==> src/rtl/imm_encoder.sv <==
// imm_encoder: packs RISC-V instruction fields (R/I/S/B formats) into 32-bit words
// and queues them in a 2-entry FIFO with valid/ready handshakes on both sides.
// Bundles with an unsupported opcode are accepted, dropped and raise a sticky err_o.
// count_o counts emitted words and saturates at 0xFFFF.
// Optional feature: define IMM_RANGE_CHECK_EN to drop (and flag) bundles whose
// immediate does not fit the encoded field; otherwise immediates are truncated.
module imm_encoder (
    input  logic        clk_i,
    input  logic        rst_i,
    input  logic        in_valid_i,
    output logic        in_ready_o,
    input  logic [6:0]  opcode_i,
    input  logic [4:0]  rd_i,
    input  logic [4:0]  rs1_i,
    input  logic [4:0]  rs2_i,
    input  logic [2:0]  funct3_i,
    input  logic [6:0]  funct7_i,
    input  logic [31:0] imm_i,
    output logic        out_valid_o,
    input  logic        out_ready_i,
    output logic [31:0] inst_o,
    output logic        err_o,
    output logic [15:0] count_o
);

    localparam logic [6:0] OpR    = 7'b0110011;
    localparam logic [6:0] OpImm  = 7'b0010011;
    localparam logic [6:0] OpLoad = 7'b0000011;
    localparam logic [6:0] OpS    = 7'b0100011;
    localparam logic [6:0] OpB    = 7'b1100011;

    logic [31:0] enc_word;
    logic        enc_ok;
    logic        range_ok;
    logic        accept;
    logic        push;
    logic        pop;
    logic        bad;

    logic [31:0] mem_q [2];
    logic        rd_ptr_q, rd_ptr_d;
    logic        wr_ptr_q, wr_ptr_d;
    logic [1:0]  occ_q, occ_d;
    logic [15:0] count_q, count_d;
    logic        err_q, err_d;

    // Upper immediate bits only matter to the optional range check.
    logic unused_imm;
    assign unused_imm = ^imm_i[31:13];

    // Pack the field bundle according to the opcode's instruction format.
    always_comb begin
        enc_word = 32'h0;
        enc_ok   = 1'b1;
        unique case (opcode_i)
            OpR:
                enc_word = {funct7_i, rs2_i, rs1_i, funct3_i, rd_i, opcode_i};
            OpImm, OpLoad:
                enc_word = {imm_i[11:0], rs1_i, funct3_i, rd_i, opcode_i};
            OpS:
                enc_word = {imm_i[11:5], rs2_i, rs1_i, funct3_i, imm_i[4:0], opcode_i};
            OpB:
                enc_word = {imm_i[12], imm_i[10:5], rs2_i, rs1_i, funct3_i,
                            imm_i[4:1], imm_i[11], opcode_i};
            default:
                enc_ok = 1'b0;
        endcase
    end

`ifdef IMM_RANGE_CHECK_EN
    // Immediate must fit the signed field of its format; branch offsets must be even.
    always_comb begin
        range_ok = 1'b1;
        if (opcode_i == OpImm || opcode_i == OpLoad || opcode_i == OpS) begin
            range_ok = ($signed(imm_i) >= -32'sd2048) && ($signed(imm_i) <= 32'sd2047);
        end else if (opcode_i == OpB) begin
            range_ok = ($signed(imm_i) >= -32'sd4096) && ($signed(imm_i) <= 32'sd4094) &&
                       !imm_i[0];
        end
    end
`else
    // Immediates are truncated to the encoded bits without checking.
    always_comb begin
        range_ok = 1'b1;
    end
`endif

    assign in_ready_o  = (occ_q != 2'd2);
    assign out_valid_o = (occ_q != 2'd0);
    assign inst_o      = out_valid_o ? mem_q[rd_ptr_q] : 32'h0;
    assign err_o       = err_q;
    assign count_o     = count_q;

    assign accept = in_valid_i && in_ready_o;
    assign push   = accept && enc_ok && range_ok;
    assign bad    = accept && !(enc_ok && range_ok);
    assign pop    = out_valid_o && out_ready_i;

    // Next-state for FIFO pointers/occupancy, emitted-word counter and error flag.
    always_comb begin
        rd_ptr_d = rd_ptr_q;
        wr_ptr_d = wr_ptr_q;
        occ_d    = occ_q;
        count_d  = count_q;
        err_d    = err_q | bad;
        if (push) begin
            wr_ptr_d = ~wr_ptr_q;
        end
        if (pop) begin
            rd_ptr_d = ~rd_ptr_q;
            if (count_q != 16'hFFFF) begin
                count_d = count_q + 16'd1;
            end
        end
        if (push && !pop) begin
            occ_d = occ_q + 2'd1;
        end else if (pop && !push) begin
            occ_d = occ_q - 2'd1;
        end
    end

    // State registers with synchronous reset.
    always_ff @(posedge clk_i) begin
        if (rst_i) begin
            rd_ptr_q <= 1'b0;
            wr_ptr_q <= 1'b0;
            occ_q    <= 2'd0;
            count_q  <= 16'h0;
            err_q    <= 1'b0;
        end else begin
            rd_ptr_q <= rd_ptr_d;
            wr_ptr_q <= wr_ptr_d;
            occ_q    <= occ_d;
            count_q  <= count_d;
            err_q    <= err_d;
        end
    end

    // Storage needs no reset; occupancy gates what is visible.
    always_ff @(posedge clk_i) begin
        if (push) begin
            mem_q[wr_ptr_q] <= enc_word;
        end
    end

endmodule

==> config.mk <==
export PLATFORM = sky130hd
export DESIGN_NAME = imm_encoder
export DESIGN_NICKNAME = d
export VERILOG_FILES = /design/src/rtl/imm_encoder.sv
export SDC_FILE = /design/constraint.sdc
export NUM_CORES = 1
export LEC_CHECK = 0
export ABC_AREA = 1
export CAP_MARGIN = 5
export CORE_MARGIN = 5
export CORE_UTILIZATION = 35
export DETAILED_ROUTE_END_ITERATION = 8
export GPL_TIMING_DRIVEN = 1
export SLEW_MARGIN = 20
export SYNTH_ARGS = -nofsm -noshare
export SYNTH_HDL_FRONTEND = slang
export SYNTH_SLANG_ARGS = --single-unit
==> constraint.sdc <==
create_clock -name clk_i -period 3.8 [get_ports clk_i]
set_clock_uncertainty 0.1 [all_clocks]
set_input_delay 0.76 -clock clk_i [delete_from_list [all_inputs] [get_ports clk_i]]
set_output_delay 0.76 -clock clk_i [all_outputs]
set_load 0.005 [all_outputs]
==> reports/results.tsv <==
metric	value	unit
worst_pin_slew	0.847	ns
cts.hold.buffers_added	0	
fin_tns_setup	0	ns
ys_types	26	
rsz0062_at_grt	no	
relSlewSlack	43.4	%
fin_ws	0.753	ns
place_congestion	0.828	
p_per_area	416	mW/mm2
row_count	38	
utilization	49.2	%
grtUsageTotal	14.4	%
crit_path_start_kind	flip-flop	
cp.arrival	2.19	ns
routed_wl	9570	um
reg2reg_setup_slack	1.57	ns
worstHoldPathCells	1	
crit_chain	inv_1, buf_4, nand2_1, a21oi_1, clkdlybuf4s50_1	
cts_setup_buffers	0	
p_leak	0.00208	uW
fp.dieH	116	um
ff2ff_path_depth	8	
worstHoldStart	rd_ptr_q$_SDFFE_PP0P_	
clk_pin_slew_worst_paths	0.06	ns
cp.required	2.94	ns
wl_per_cell	13.9	um
dp_slack	0.642	ns
antenna_found_initial	0	
num-nets-final	612	
worstReg2RegStart	occ_q[1]$_SDFFE_PP0P_	
dr.pass1.iters	4	
viasPerCell	4.71	
cts.sinks	86	
hold_path.class	flip-flop to flip-flop	
ys_seq_elements	86	
ant_nets	0	
dp_hpwl	6740	um
area_growth	36.0	%
yosysWarnings	0	
portBuffers	99	
max_freq	328	MHz
ios	119	
grt_pass1_wl	15400	um
clock_path_buffers	2	
die_w	116	um
htree_levels	3	
finalCritPeriodShare	80.2	%
grt_max_degree	34	
synth_area	0.00397	mm2
holdPathEnd	rd_ptr_q$_SDFFE_PP0P_	
cp_slowest_stage_delay	0.54	ns
reg2reg_to	occ_q[1]$_SDFFE_PP0P_	
crit_path_max_fanout	17	
path_buf_inv	3	
cap_violations	0	
final_max_slew_viol_count	0	
setup-violations-final	0	
core-area	0.0110	mm2
grt_pass1_vias	3249	
dieArea	0.0136	mm2
drive_gt1_share	8.23	%
cpLargestDelayFamily	buffers and inverters	
cts-root-buf	clkbuf_16	
initial_utilization	36.1	%
crit_type	flip-flop to primary output	
n_antenna_cell	0	
cts_resized	0	
layout_min_cycle_time	3.05	ns
ir_drop	0.000183	V
worst_setup_path_end_kind	primary output	
drc	0	
netlist_instances	438	
grt_overflow_total	0	
avgSynthCellArea	9.06	um2
hold_viol	0	
cts_tree	built	
clkLatencyLatePin	0.33	ns
cp_slowest_cell	clkdlybuf4s50_1	
ys_seq_area_share	59.5	%
run_status	completed	
cts_buffers	9	
via_count	3237	
drtIter0Drc	124	
[cell families (layout without fill, tap and decap cells)]
kind of cell	Yosys count	count (layout)	share of synthesized area, %
AO/OA/AOI/OAI	73	73	10.4
XOR/XNOR	6	6	1.32
adder cells (fa/ha/maj)	2	2	0.630
buffers and inverters	58	164	5.86
flip-flops	86	86	59.5
other	1	4	0.0945
AND/OR/NAND/NOR	212	212	22.2
[synth_stat cells]
library cell / number / area, um2
nor2_4: 2 / 22.5
o21a_1: 1 / 7.51
nand2_1: 141 / 529
clkbuf_1: 9 / 33.8
nor2_2: 3 / 18.8
nand2_2: 5 / 31.3
dfxtp_1: 22 / 440
nor3_1: 4 / 20.0
nor3_4: 1 / 16.3
nor2_1: 37 / 139
buf_1: 3 / 11.3
nand4_1: 6 / 37.5
a21oi_1: 40 / 200
xnor2_1: 3 / 26.3
a21oi_2: 10 / 87.6
edfxtp_1: 64 / 1920
a22o_1: 1 / 8.76
nand3_1: 13 / 65.1
ha_1: 2 / 25.0
o21ai_0: 20 / 100
buf_6: 2 / 22.5
conb_1: 1 / 3.75
inv_2: 2 / 7.51
o21ai_2: 1 / 8.76
xor2_1: 3 / 26.3
inv_1: 42 / 158
[final cells by class]
type	count	area, um2
clock inverters	6	46.3
fillers	1041	5580
repair buffers	104	1030
clock buffers	10	229
well taps	140	175
inverters	44	165
flip-flops and latches	86	2360
multi-input cells	297	1390
[how the worst max path moves through the flow]
| stage | startpoint | endpoint | slack (ns) | cells after the start |
|---|---|---|---|---|
| 6_report | flip-flop | inst_o[11] | 0.75 | 5 |
| 3_3_place_gp | opcode_i[1] | occ_q[1]$_SDFFE_PP0P_ | 0.73 | 12 |
| 5_1_grt | flip-flop | inst_o[9] | 0.55 | 5 |
| 3_5_place_dp | opcode_i[5] | occ_q[1]$_SDFFE_PP0P_ | 0.64 | 12 |
| 2_1_floorplan | opcode_i[1] | mem_q[0][0]$_DFFE_PP_ | 0.57 | 6 |
| 4_1_cts | flip-flop | inst_o[11] | 0.70 | 5 |
[layout by cell type (no fill, tap or decap)]
| cell type | count |
|---|---|
| conb_1 | 4 |
| clkinv_4 | 2 |
| nor2_4 | 3 |
| nor3_4 | 1 |
| nor2_1 | 36 |
| nand4_1 | 6 |
| clkbuf_16 | 9 |
| inv_2 | 2 |
| inv_1 | 42 |
| xor2_1 | 3 |
| nand2_2 | 5 |
| o21a_1 | 1 |
| clkbuf_1 | 1 |
| buf_4 | 5 |
| inv_6 | 1 |
| nor3_1 | 4 |
| xnor2_1 | 3 |
| o21ai_0 | 20 |
| nor2_2 | 3 |
| clkinv_2 | 1 |
| clkdlybuf4s50_1 | 99 |
| edfxtp_1 | 64 |
| a21oi_2 | 10 |
| o21ai_2 | 1 |
| ha_1 | 2 |
| a21oi_1 | 40 |
| clkinvlp_4 | 2 |
| dfxtp_1 | 22 |
| nand3_1 | 13 |
| nand2_1 | 141 |
| a22o_1 | 1 |
[power by group]
group	switching (uW)	total [uW]	internal, uW	leakage, uW
Combinational	201	423	222	0.00118
Sequential	10.2	1030	1020	0.000775
Clock	354	800	446	0.000129
[flip-flops by register name, indices dropped and copies added (netlist names), named ones only]
signal    flops
wr_ptr_q      1
mem_q        64
err_o         1
rd_ptr_q      1
occ_q         2
count_o      16
[routing by layer]
metal,wire length [um],up-vias,share of wire [%],track usage [%]
met3,601,6,6.3,3.16
met2,4720,83,49,25.3
met4,55,0,0.57,3.02
met1,4200,1502,44,18.3
met5,0,-,0,0
li1,-,1646,-,-
[through the flow]
| stage | power, uW | cell area [um2] | hold WS (ns) | instances |
|---|---|---|---|---|
| floorplan | 1220 | 3980 | 0.325 | 441 |
| CTS | 2280 | 5400 | 0.360 | 687 |
| global placement | 1470 | 5120 | 0.336 | 671 |
| global route | 2360 | 5400 | 0.380 | 687 |
| finish | 2250 | 5400 | 0.358 | 687 |
| detailed placement | 1480 | 5120 | 0.349 | 671 |
Note: power is estimated with default switching activity, not from simulation.
==> RTL edit 1, RTL diff (same flow settings) <==
Add a define of `IMM_RANGE_CHECK_EN`.
--- a/src/rtl/imm_encoder.sv
+++ b/src/rtl/imm_encoder.sv
@@ -4,6 +4,8 @@
 // count_o counts emitted words and saturates at 0xFFFF.
 // Optional feature: define IMM_RANGE_CHECK_EN to drop (and flag) bundles whose
 // immediate does not fit the encoded field; otherwise immediates are truncated.
+`define IMM_RANGE_CHECK_EN
+
 module imm_encoder (
     input  logic        clk_i,
     input  logic        rst_i,
Behaviour: not the same (a bounded check fails within 4 cycles, from zero or initial values and one cycle with rst_i high).
==> RTL edit 1 against the unedited design <==
Combinational power increased by 12%. Sequential cell count unchanged. Synthesized area increased by 2.0%. Register-to-register slack improved by 0.19 ns. Via count increased by 6.6%. Total power increased by 3.2%. Final area increased by 6.1%. Synthesized cell count increased by 5.7%. Routed wire length increased by 11%. Setup slack got worse by 0.11 ns. Clock power increased by 2%. Cell count increased by 7.0%.
==> RTL edit 1: results (changes against the unedited design) <==
Clkbuf count - 10 (unchanged)
Fraction of area in multi-input gates - 25.60% (-0.20 points)
Post-synth top cells - 142 x nand2_1, 64 x edfxtp_1, 48 x a21oi_1, 42 x inv_1, 40 x nor2_1
Adder-cell area share of the yosys netlist - 0.6182% (-0.012 points)
Max reg flops - 64 (unchanged)
Sequential element share of the synthesized area - 58.36% (-1.2 points)
Final #Nets - 657 (+7.4%)
Pleak - 2.134 nW (+2.5%)
Status - completed
Wirelength per Cell - 14.45 um (+3.7%)
CTS Buffer Depth - 2 (unchanged)
Switching pwr - 0.0005984 W (+6.0%)
Slew Limit Headroom - 59.94% (+17 points)
Pre-CTS WS - 0.3043 ns (-0.3377 ns)
Multi-input comb cells - 316 (+6.4%)
Port-buffer cells - 118 (+19%)
Final period utilization - 83.18% (+3.0 points)
Yosys cell types - 34 (+31%)
Crit path to - occ_q[1]$_SDFFE_PP0P_
First-pass GRT wire length - 16.78 mm (+8.8%)
Crit path DAT - 3.27 ns (+1.08 ns)
Final std cells w/o fill - 735 (+7.0%)
Non-clk bufs - 124 (+19%)
Seq. pwr - 0.00103 W (about the same)
EDFF count, synth - 64 (unchanged)
Routability cong. - 0.8085 (-2.3%)
Peak supply drop - 0.0002330 V (+27%)
Pre-antenna DRT Iters - 4 (unchanged)
Vias in the first global route - 3329 (+2.5%)
Terminus of the critical flop-to-flop path - occ_q[1]$_SDFFE_PP0P_
CTS H-tree lvls - 3 (unchanged)
Clk network pwr share - 35.3% (-0.3 points)
Reg power frac - 44.2% (-1.4 points)
Dpl cells - 719 (+7.2%)
Placed cell areas - 5446 sq um (+6.3%)
Non-clk invs - 50 (+14%)
Worst hold path class - reg2reg
Pin count of the biggest net entering global routing - 33 (-2.9%)
DR iter-0 viols - 245 (+98%)
Signal buf overhead - 21.84% (+2.8 points)
Synth area leaders - edfxtp_1 47%, nand2_1 13%, dfxtp_1 11%
Ratio of cells with drive above 1 in the final layout - 7.770% (-0.46 points)
Reg2reg setup slack - 1.76 ns (+0.19 ns)
Critical R2R Launch - occ_q[0]$_SDFFE_PP0P_
Mapped Area - 4048 sq um (+2.0%)
Mux cell area share after synthesis - 0% (unchanged)
Crit-path max FO - 10 (-7)
WHS - 0.3558 ns (-0.002484 ns)
Tot GR Track Use - 14.84% (+0.43 points)
R2R depth - 11 (+3)
Hpwl dp - 7.726 mm (+15%)
Via density per instance - 4.694 (-0.38%)
Mapped Avg Cell Area - 8.742 sq um (-3.5%)
Seq area share - 41.23% (-2.5 points)
# fillers - 1066 (+2.4%)
Post-layout util - 50.39% (+1.2 points)
Synth Area in XOR/XNOR - 1.082% (-0.24 points)
## RTL edit 1: cell count changes after synthesis, moves of 4 or more
cell / before / now
a21oi_1: 40 / 48
a21oi_2: 10 / 2
o21ai_1: 0 / 15
inv_2: 2 / 8
nor3_1: 4 / 9
nand4_1: 6 / 2
o21ai_0: 20 / 14
## RTL edit 1: worst max-delay path, stage by stage
cell and delay, ns:
clkdlybuf4s50_1 0.39, nor2_1 0.12, nand3_2 0.12, nor3_4 0.36
inv_2 0.14, nor2_4 0.16, nand2_2 0.10, nand4_1 0.22
inv_1 0.08, ha_1 0.33, a21oi_1 0.13, o21ai_0 0.12
o21ai_0 0.17, a21oi_1 0.06
## RTL edit 1: metal layers
metal / vias to the layer above / wire length (um) / GRT usage, %
met5: - / 0 / 0
met4: 0 / 59 / 2.581
li1: 1771 / - / -
met1: 1568 / 4716 / 18.88
met2: 105 / 5151 / 25.50
met3: 6 / 695 / 4.181
==> RTL edit 2, RTL diff (same settings) <==
Without the edit above. Reset style: asynchronous (`rst_i`), changed in one clocked block. Comments in the files are not updated.
--- a/src/rtl/imm_encoder.sv
+++ b/src/rtl/imm_encoder.sv
@@ -120,7 +120,7 @@
     end
 
     // State registers with synchronous reset.
-    always_ff @(posedge clk_i) begin
+    always_ff @(posedge clk_i or posedge rst_i) begin
         if (rst_i) begin
             rd_ptr_q <= 1'b0;
             wr_ptr_q <= 1'b0;
Function: differs if rst_i is asserted again (counterexample within 4 cycles, from zero or initial values and one cycle with rst_i high); with rst_i held inactive, the same outputs for 4 cycles.
==> RTL edit 2 against the unedited design <==
Sequential cell count decreased by 1. Synthesized area is 2.0% higher. Maximum frequency fell by 3.2%. Setup slack got worse by 0.10 ns. Largest cell class unchanged. Final area increased by 2.2%. Synthesized cell count up 0.23%. Routed wire length is 2.2% higher. Highest routed layer unchanged. Count of clock-buffer cells in the layout decreased by 1. Via count down 0.77%.
Power is not compared: it rests on default switching activity, and its combinational part moved more than twofold at a synthesized area within 25%.
==> RTL edit 2: results (changes against the unedited design) <==
Crit-path leading delay family - buffers and inverters
Routability cong. - 0.8516 (+2.9%)
Clock buffers created by TritonCTS - 9 (unchanged)
Status - completed
Pre-antenna DRT Iters - 4 (unchanged)
Asr flop ratio synth - 24.71% (+25 points)
Sequential element share of the synthesized area - 60.48% (+0.96 points)
Worst hold path class - reg2reg
Ratio of cells with drive above 1 in the final layout - 6.703% (-1.5 points)
Crit path DAT - 2.29 ns (+0.10 ns)
Max reg flops - 64 (unchanged)
Tot GR Track Use - 14.56% (+0.15 points)
CP Launch Point - rd_ptr_q$_DFFE_PP0P_
Highest-delay cell along the critical path - dfrtp_1
Peak supply drop - 0.0002510 V
# fillers - 1086 (+4.3%)
ANT cells - 0 (unchanged)
Synth area leaders - edfxtp_1 47%, nand2_1 16%, dfrtp_1 13%
Hpwl dp - 6.994 mm (+3.8%)
Placed cell areas - 5240 sq um (+2.3%)
Clk pin slew, worst setup/hold paths - 0.06 ns (about the same)
EDFF count, synth - 64 (unchanged)
Final wirelength - 9.778 mm (+2.2%)
Initial antenna violation count - 0 (unchanged)
CP max stage delay - 0.78 ns (+0.24 ns)
Post-CTS setup buffer count - 0 (unchanged)
Crit-path max FO - 19 (+2)
Synth Warn # - 0 (unchanged)
Root buffer cell - clkbuf_16
Final #Nets - 617 (+0.82%)
Port-buffer cells - 99 (unchanged)
Post-synth top cells - 174 x nand2_1, 64 x edfxtp_1, 38 x inv_1, 33 x a21oi_1, 27 x nor2_1
CTS Buffer Depth - 2 (unchanged)
Yosys cell types - 28 (+7.7%)
DR iter-0 viols - 134 (+8.1%)
CTS H-tree lvls - 3 (unchanged)
Pre-CTS WS - 0.6745 ns (+0.03247 ns)
Total number of vias - 3212 (-0.77%)
Critical R2R Launch - occ_q[0]$_DFFE_PP0P_
Worst slew pin tran - 0.8270 ns (-0.02008 ns)
First-pass GRT wire length - 16.45 mm (+6.7%)
Pleak - 2.274 nW
Cts repair resizes - 0 (unchanged)
Hold Crit Start - wr_ptr_q$_DFFE_PP0P_
Later-pin clock latency in the skew report - 0.34 ns
Vias in the first global route - 3301 (+1.6%)
Most flops, register - mem_q
Pin count of the biggest net entering global routing - 35 (+2.9%)
[RTL edit 2: cell count changes after synthesis, sizes merged, moves of 4 or more]
cell   change
nand3     +12
dfxtp     -22
buf        -4
o21ai     -13
nand2     +31
xnor2      +5
dfrtp     +21
nor2      -10
a21oi     -16
[RTL edit 2: cell type report]
cell class | count | area [sq um] | share of cell area [%]
Clock buffer | 9 | 225.2 | 4.080
Tap cell | 143 | 178.9 | 3.241
Sequential cell | 85 | 2447 | 44.33
Inverter | 41 | 153.9 | 2.788
Multi-Input combinational cell | 305 | 1411 | 25.57
Timing Repair Buffer | 105 | 1049 | 18.99
Clock inverter | 7 | 55.05 | 0.9973
[RTL edit 2: where the power goes]
group          leakage [nW]  internal (W)  switching (W)  total [W]
logic                  1.21      0.000450       0.000447   0.000896
clock network         0.139      0.000452       0.000378   0.000830
registers             0.926       0.00104      0.0000946    0.00114
[RTL edit 2: path summary, 6_finish.rpt]
check | to | slack [ns] | cells past startpoint
hold reg to reg | wr_ptr_q$_DFFE_PP0P_ | 0.38 | 2
setup reg to reg | occ_q[1]$_DFFE_PP0P_ | 1.43 | 8
setup / recovery | inst_o[5] | 0.65 | 4
max in group asynchronous | count_o[9]$_DFFE_PP0P_ | 2.30 | 2
min in group asynchronous | occ_q[1]$_DFFE_PP0P_ | 0.79 | 2
hold / removal | wr_ptr_q$_DFFE_PP0P_ | 0.38 | 2
[RTL edit 2: cell families after synthesis]
| kind of cell | synth area share, % |
|---|---|
| DFF | 60.48 |
| buffers and inverters | 5.226 |
| xor gates and xnor gates | 1.948 |
| other | 0.09268 |
| adders and majority gates | 0.6183 |
| AOI/OAI and AO/OA | 5.659 |
| and+or+nand+nor | 25.97 |
[RTL edit 2: worst min-delay path, cell delays in order (launching register included)]
cell     delay (ns)
dfrtp_1        0.35
nand2_1        0.06
nand2_1        0.05
[RTL edit 2: metrics by stage]
step                cells  power [W]
detailed placement    679   0.002073
floorplan             442   0.001552
finish                695   0.002865
global placement      679   0.002057
CTS                   695   0.002914
global route          695   0.003033
[RTL edit 2: routing by layer]
layer / global-route usage (%) / wire length [um] / vias to the layer above
met5: 0 / 0 / -
li1: - / - / 1651
met1: 17.88 / 4292 / 1461
met2: 24.43 / 4777 / 86
met4: 6.810 / 210 / 0
met3: 3.075 / 497 / 14
